==> config.mk <==
export PLATFORM = sky130hd
export DESIGN_NAME = control_sequencer
export DESIGN_NICKNAME = d
export VERILOG_FILES = /design/src/rtl/control_sequencer.sv
export SDC_FILE = /design/constraint.sdc
export NUM_CORES = 1
export LEC_CHECK = 0
export ABC_AREA = 1
export CAP_MARGIN = 0
export CORE_MARGIN = 4
export CORE_UTILIZATION = 30
export DETAILED_ROUTE_END_ITERATION = 7
export PLACE_DENSITY = 0.77
export SETUP_SLACK_MARGIN = 0.5
export SLEW_MARGIN = 20
export SYNTH_ARGS = -nofsm -noshare
export SYNTH_HDL_FRONTEND = slang
export SYNTH_SLANG_ARGS = --single-unit
export TNS_END_PERCENT = 20
==> constraint.sdc <==
create_clock -name clk -period 1.3 [get_ports clk]
set_clock_uncertainty 0.15 [all_clocks]
set_input_delay 0.195 -clock clk [delete_from_list [all_inputs] [get_ports clk]]
set_output_delay 0.195 -clock clk [all_outputs]
set_load 0.1 [all_outputs]
==> src/rtl/control_sequencer.sv <==
// control_sequencer: six-phase microcoded control unit for the 8-bit CPU.
// Drives the 15-bit control word from the T-state, the IR opcode and the ALU flags.
module control_sequencer (
  input  logic        clk,
  input  logic        rst_n,
  input  logic [3:0]  opcode,
  input  logic        CF,
  input  logic        ZF,
  output logic [14:0] control_signals,
  output logic [2:0]  t_state,
  output logic        halted
);

  typedef enum logic [2:0] {
    T0   = 3'd0,
    T1   = 3'd1,
    T2   = 3'd2,
    T3   = 3'd3,
    T4   = 3'd4,
    T5   = 3'd5,
    HALT = 3'd6
  } state_t;

  // Bit positions in the control word
  localparam int B_CP   = 14;
  localparam int B_EP   = 13;
  localparam int B_LP   = 12;
  localparam int B_NLMA = 11;
  localparam int B_NLMD = 10;
  localparam int B_NCE  = 9;
  localparam int B_NLR  = 8;
  localparam int B_NLI  = 7;
  localparam int B_NEI  = 6;
  localparam int B_NLA  = 5;
  localparam int B_EA   = 4;
  localparam int B_SUB  = 3;
  localparam int B_EU   = 2;
  localparam int B_NLB  = 1;
  localparam int B_NLO  = 0;

  // Every active-high line low, every active-low line high
  localparam logic [14:0] IDLE = 15'h0FE3;

  localparam logic [3:0] OP_NOP = 4'h0;
  localparam logic [3:0] OP_LDA = 4'h1;
  localparam logic [3:0] OP_ADD = 4'h2;
  localparam logic [3:0] OP_SUB = 4'h3;
  localparam logic [3:0] OP_STA = 4'h4;
  localparam logic [3:0] OP_LDI = 4'h5;
  localparam logic [3:0] OP_JMP = 4'h6;
  localparam logic [3:0] OP_JC  = 4'h7;
  localparam logic [3:0] OP_JZ  = 4'h8;
  localparam logic [3:0] OP_OUT = 4'hE;
  localparam logic [3:0] OP_HLT = 4'hF;

  state_t      state;
  state_t      next_state;
  logic [14:0] cw;

  // Phase register; reset drops straight back to the start of fetch
  always_ff @(posedge clk or negedge rst_n) begin
    if (!rst_n) begin
      state <= T0;
    end else begin
      state <= next_state;
    end
  end

  // Phase sequencing and control-word decode; lines not driven by a phase stay idle
  always_comb begin
    next_state = state;
    cw         = IDLE;
    case (state)
      T0: begin
        cw[B_EP]   = 1'b1;
        cw[B_NLMA] = 1'b0;
        next_state = T1;
      end
      T1: begin
        cw[B_CP]   = 1'b1;
        next_state = T2;
      end
      T2: begin
        cw[B_NCE]  = 1'b0;
        cw[B_NLI]  = 1'b0;
        next_state = T3;
      end
      T3: begin
        next_state = T4;
        case (opcode)
          OP_LDA, OP_ADD, OP_SUB, OP_STA: begin
            cw[B_NEI]  = 1'b0;
            cw[B_NLMA] = 1'b0;
          end
          OP_LDI: begin
            cw[B_NEI] = 1'b0;
            cw[B_NLA] = 1'b0;
          end
          OP_JMP: begin
            cw[B_NEI] = 1'b0;
            cw[B_LP]  = 1'b1;
          end
          // Conditional jumps look at the flags here and nowhere else
          OP_JC: begin
            if (CF) begin
              cw[B_NEI] = 1'b0;
              cw[B_LP]  = 1'b1;
            end
          end
          OP_JZ: begin
            if (ZF) begin
              cw[B_NEI] = 1'b0;
              cw[B_LP]  = 1'b1;
            end
          end
          OP_OUT: begin
            cw[B_EA]  = 1'b1;
            cw[B_NLO] = 1'b0;
          end
          OP_HLT: begin
            next_state = HALT;
          end
          default: ;
        endcase
      end
      T4: begin
        next_state = T5;
        case (opcode)
          OP_LDA: begin
            cw[B_NCE] = 1'b0;
            cw[B_NLA] = 1'b0;
          end
          OP_ADD, OP_SUB: begin
            cw[B_NCE] = 1'b0;
            cw[B_NLB] = 1'b0;
          end
          OP_STA: begin
            cw[B_EA]   = 1'b1;
            cw[B_NLMD] = 1'b0;
          end
          default: ;
        endcase
      end
      T5: begin
        next_state = T0;
        case (opcode)
          OP_ADD: begin
            cw[B_EU]  = 1'b1;
            cw[B_NLA] = 1'b0;
          end
          OP_SUB: begin
            cw[B_EU]  = 1'b1;
            cw[B_NLA] = 1'b0;
            cw[B_SUB] = 1'b1;
          end
          OP_STA: begin
            cw[B_NLR] = 1'b0;
          end
          default: ;
        endcase
      end
      HALT: begin
        next_state = HALT;
      end
      default: begin
        next_state = T0;
      end
    endcase
  end

  assign control_signals = cw;
  assign t_state         = (state == HALT) ? 3'd3 : state;
  assign halted          = (state == HALT);

endmodule
# Yosys cells after proc, flatten, opt, wreduce, memory -nomap -nowiden

Cells that the tools add are included.

Flip-flop bits (word level): 3
Logic and storage cells: 56
Bits of input ports: 8

Reductions and logical operators: 5
Mux-type cells: 34
Equal/unequal tests: 16

Operators by type and width:

| kind                                                            | count |
|---|---|
| 1-bit 2-to-1 mux                                                | 24 |
| 3-bit one-hot mux with 6 select lines                           | 1 |
| 4-bit by 3-bit == test with 1-bit output, second input constant | 4 |
| 4-bit == test, second input constant                            | 3 |
| 3-bit == test, second input constant                            | 3 |
| 1-bit one-hot mux with 3 select lines                           | 3 |
| 4-bit by 2-bit == test with 1-bit output, second input constant | 2 |
| 3-bit by 2-bit == test with 1-bit output, second input constant | 2 |
| 1-bit one-hot mux with 2 select lines                           | 3 |
| 6-bit OR reduction                                              | 1 |
| 4-bit by 1-bit == test with 1-bit output, second input constant | 1 |
| 2-bit 2-to-1 mux                                                | 2 |
| 4-bit OR reduction                                              | 1 |
| 3-bit by 1-bit == test with 1-bit output, second input constant | 1 |
| 3-bit zero test                                                 | 1 |
| 3-bit 2-to-1 mux                                                | 1 |
| 3-bit OR reduction                                              | 1 |
| 2-bit OR reduction                                              | 1 |

# Longest topological paths before layout

Depth in word-level cells: 4
Depth in mapped cells: 7
Mapped depth without buffers: 7

# Worst setup path after synthesis

Ideal clock, no wire load.

Kind: register -> output
From: reg state[2]
To: out control_signals[11]
Required time: 0.955 ns
Data arrival time: 3.915 ns
Path slack: -2.960 ns
Cell stages (with the launch flop): 3
Cells stage by stage: dfrtp_1 -> nor3_1 -> a21oi_1

Longest elaborated chain between the ends: 2
Elaborated cells between the ends (all ways): 3
Classes of those cells: 1 x eq/ne; 1 x mux; 1 x reduce/logical

Ends and longest elaborated chain:

| item                                                                        | line | text |
|---|---|---|
| start, declared                                                             | 56   | `state_t state;` |
| start signal, assigned                                                      | 65   | `state <= next_state;` |
| 3-bit by 2-bit == test with 1-bit output or 3-bit zero test (tied branches) | 73   | `case (state)` |
| 1-bit one-hot mux with 2 select lines *                                     | 73   |  |
| end, declared                                                               | 9    | `output logic [14:0] control_signals,` |

Every way passes the cells marked *; elsewhere a longest branch is shown, timed or not.

# Final worst setup path

From: reg state[1]
To: out control_signals[5]

Longest elaborated chain between the ends: 2
Elaborated cells between the ends (all ways): 4
Classes of those cells: 3 x eq/ne; 1 x mux

Ends and longest elaborated chain:

| item                                                                      | line |
|---|---|
| 3-bit == test or 3-bit by 2-bit == test with 1-bit output (tied branches) | 73 |
| 1-bit one-hot mux with 3 select lines *                                   | 73 |

Marked as above.

==> flow_summary.ini <==
[synth]
ys_seq_area_share_pct = 18.4
synthCells = 77
synthesis.nets = 85
syn-cell-area_um2 = 408
synth_warnings = 0
synth_seq_cells = 3
synth_top_area_share_pct = 19.3
synth.avg_cell_area_um2 = 5.30
ys_top_cells_by_area = nand2_1, dfrtp_1, inv_1
yosysTopAreaCell = nand2_1
ys_types = 17

[layout]
multi_input_area_um2 = 404
postLayoutCoreUtil_pct = 92.7
antenna_cells = 0
largest_reg_flops = 3
fill_cells = 48
seq_area_um2 = 78.8
area_growth_pct = 192
regMostFlops = state
drive_above_1_share_pct = 57.9
nets = 135
reg_top3 = state x3

[setup_path]
critPathLaunchType = flop
crit_chain = inv_2 > nand2_4 > nor2_4 > o21ai_1 > nand3_1 > buf_12
slowest_stage = dfrtp_2
r2r_cells = 4
crit_required_ns = 0.95
cp_top_family = flip-flops
crit_buf_inv = 2
crit_arrival_ns = 1.44
max_stage_delay_ns = 0.44
path_class = flop to output pin
cp_num_cells = 6
cp_max_fo = 6
end_kind = output pin

[clocking]
clk_pin_slew_worst_paths_ns = 0.04
cts_root_buffer = clkbuf_4
htreeDepth = 1
cts_made_buffers = 3
cts_tree = yes
cts.path.max_buffers = 2
clock_sinks = 3
clock_latency_ns = 0.23

[floorplan]
rows = 13
coreArea_um2 = 1280
dieArea_um2 = 2010
die_height_um = 44.9
ios = 27
start_util_pct = 31.7
die_x_um = 44.9

[placement]
post-place-ws_ns = -0.615
gp_congestion = 0.830
portBuffers = 26
dp_hpwl_mm = 1.71

[detailed_routing]
drt-pass1-iter-count = 4
drc = 0
wl_per_cell_um = 17.0
via_per_inst = 5.33
wl_mm = 2.40
ant_nets = 0
drtIter0Drc = 28
route.vias.total = 752

[timing]
setup_ws_ns = -0.487
worst_pin_slew_ns = 0.327
rsz0062_at_grt = yes
period_minus_slack_ns = 1.79
hold_slack_ns = -0.00320
finalSetupViolCount = 20
fmax_mhz = 560
timing.slew.headroom_pct = 78.2
slew_violations = 0
fin_crit_sh_pct = 137
hold_violations = 1

[global_routing]
grt_use_met3_pct = 3.59
top_usage_layer = met2
grt.met2_usage_pct = 45.6
grt_pass1_vias = 777
antenna_found_initial = 0
use_met1_pct = 24.3
grtUsageTotal_pct = 23.4
overflow = 0
grt_pass1_wl_mm = 3.46
grt_start_max_net_pins = 8

[run_status]
failed_checks = hold timing, setup timing
status = finished with violations

[run]
maxCapViolations = 0

[worst_hold_path]
hp-class = input port to asynchronous set/reset pin
[Yosys cell counts, drive strengths merged]
master,instances
clkbuf,1
nor2,13
inv,16
nor3,2
a21oi,3
nand4,1
o211ai,1
nand2,24
o21ai,6
nor4,1
dfrtp,3
nand3,6
[path summary, 6_finish.rpt]
check	startpoint	end	slack, ns
setup / recovery	state[1]$_DFF_PN0_	control_signals[5]	-0.49
hold / removal	rst_n	state[0]$_DFF_PN0_	-0.003
setup reg to reg	state[2]$_DFF_PN0_	state[1]$_DFF_PN0_	-0.02
hold reg to reg	state[1]$_DFF_PN0_	state[1]$_DFF_PN0_	0.54
max in group asynchronous	rst_n	state[1]$_DFF_PN0_	0.84
min in group clk	opcode[1]	state[1]$_DFF_PN0_	0.53
[per-stage QoR]
stage / hold WS, ns / setup TNS, ns / cell area (um^2) / instances
floorplan: -0.251 / -8.38 / 523 / 77
global placement: 0.234 / -6.65 / 1130 / 136
detailed placement: 0.239 / -7.67 / 1130 / 136
CTS: -0.00310 / -7.34 / 1170 / 140
global route: -0.00593 / -8.55 / 1190 / 141
finish: -0.00320 / -7.39 / 1190 / 141
[final cells by class]
type | count | share of cell area, %
clock buffers | 4 | 2.21
inverters | 16 | 5.57
multi-input cells | 57 | 33.9
flip-flops and latches | 3 | 6.62
well taps | 15 | 1.58
repair buffers | 46 | 50.1
[kinds of logic (layout without fill, tap and decap cells)]
kind of cell           after synthesis  count (layout)  share of synthesized area [%]
AOI/OAI and AO/OA                   10              10                           12.9
buffers and inverters               17              66                           15.6
DFF                                  3               3                           18.4
and+or+nand+nor                     47              47                           53.1
[cells in the final DEF, fill, tap and decap left out, drive strengths merged]
master	n
dfrtp	3
o211ai	1
clkdlybuf4s15	1
buf	39
nor2	13
nor4	1
clkbuf	4
o21ai	6
nand3	6
nand2	24
nor3	2
nand4	1
clkinvlp	1
a21oi	3
clkdlybuf4s50	3
dlygate4sd2	3
inv	15
[layer usage]
| layer | wire length, um | vias up |
|---|---|---|
| met4 | 65 | 0 |
| met1 | 843 | 359 |
| met2 | 1320 | 47 |
| met3 | 167 | 10 |
| met5 | 0 | - |
| li1 | - | 336 |
[timing repair]
| action | CTS | global route |
|---|---|---|
| endpoints found under the hold margin | 3 | 3 |
| pin swaps | 6 | 4 |
| setup endpoints to repair | 22 | 22 |
| buffers inserted | 0 | 1 |
| gates resized for setup | 14 | 6 |
Power is left out: the tool's default activity adds up to more than one toggle a clock period on the data nets, which glitch-free logic cannot reach.
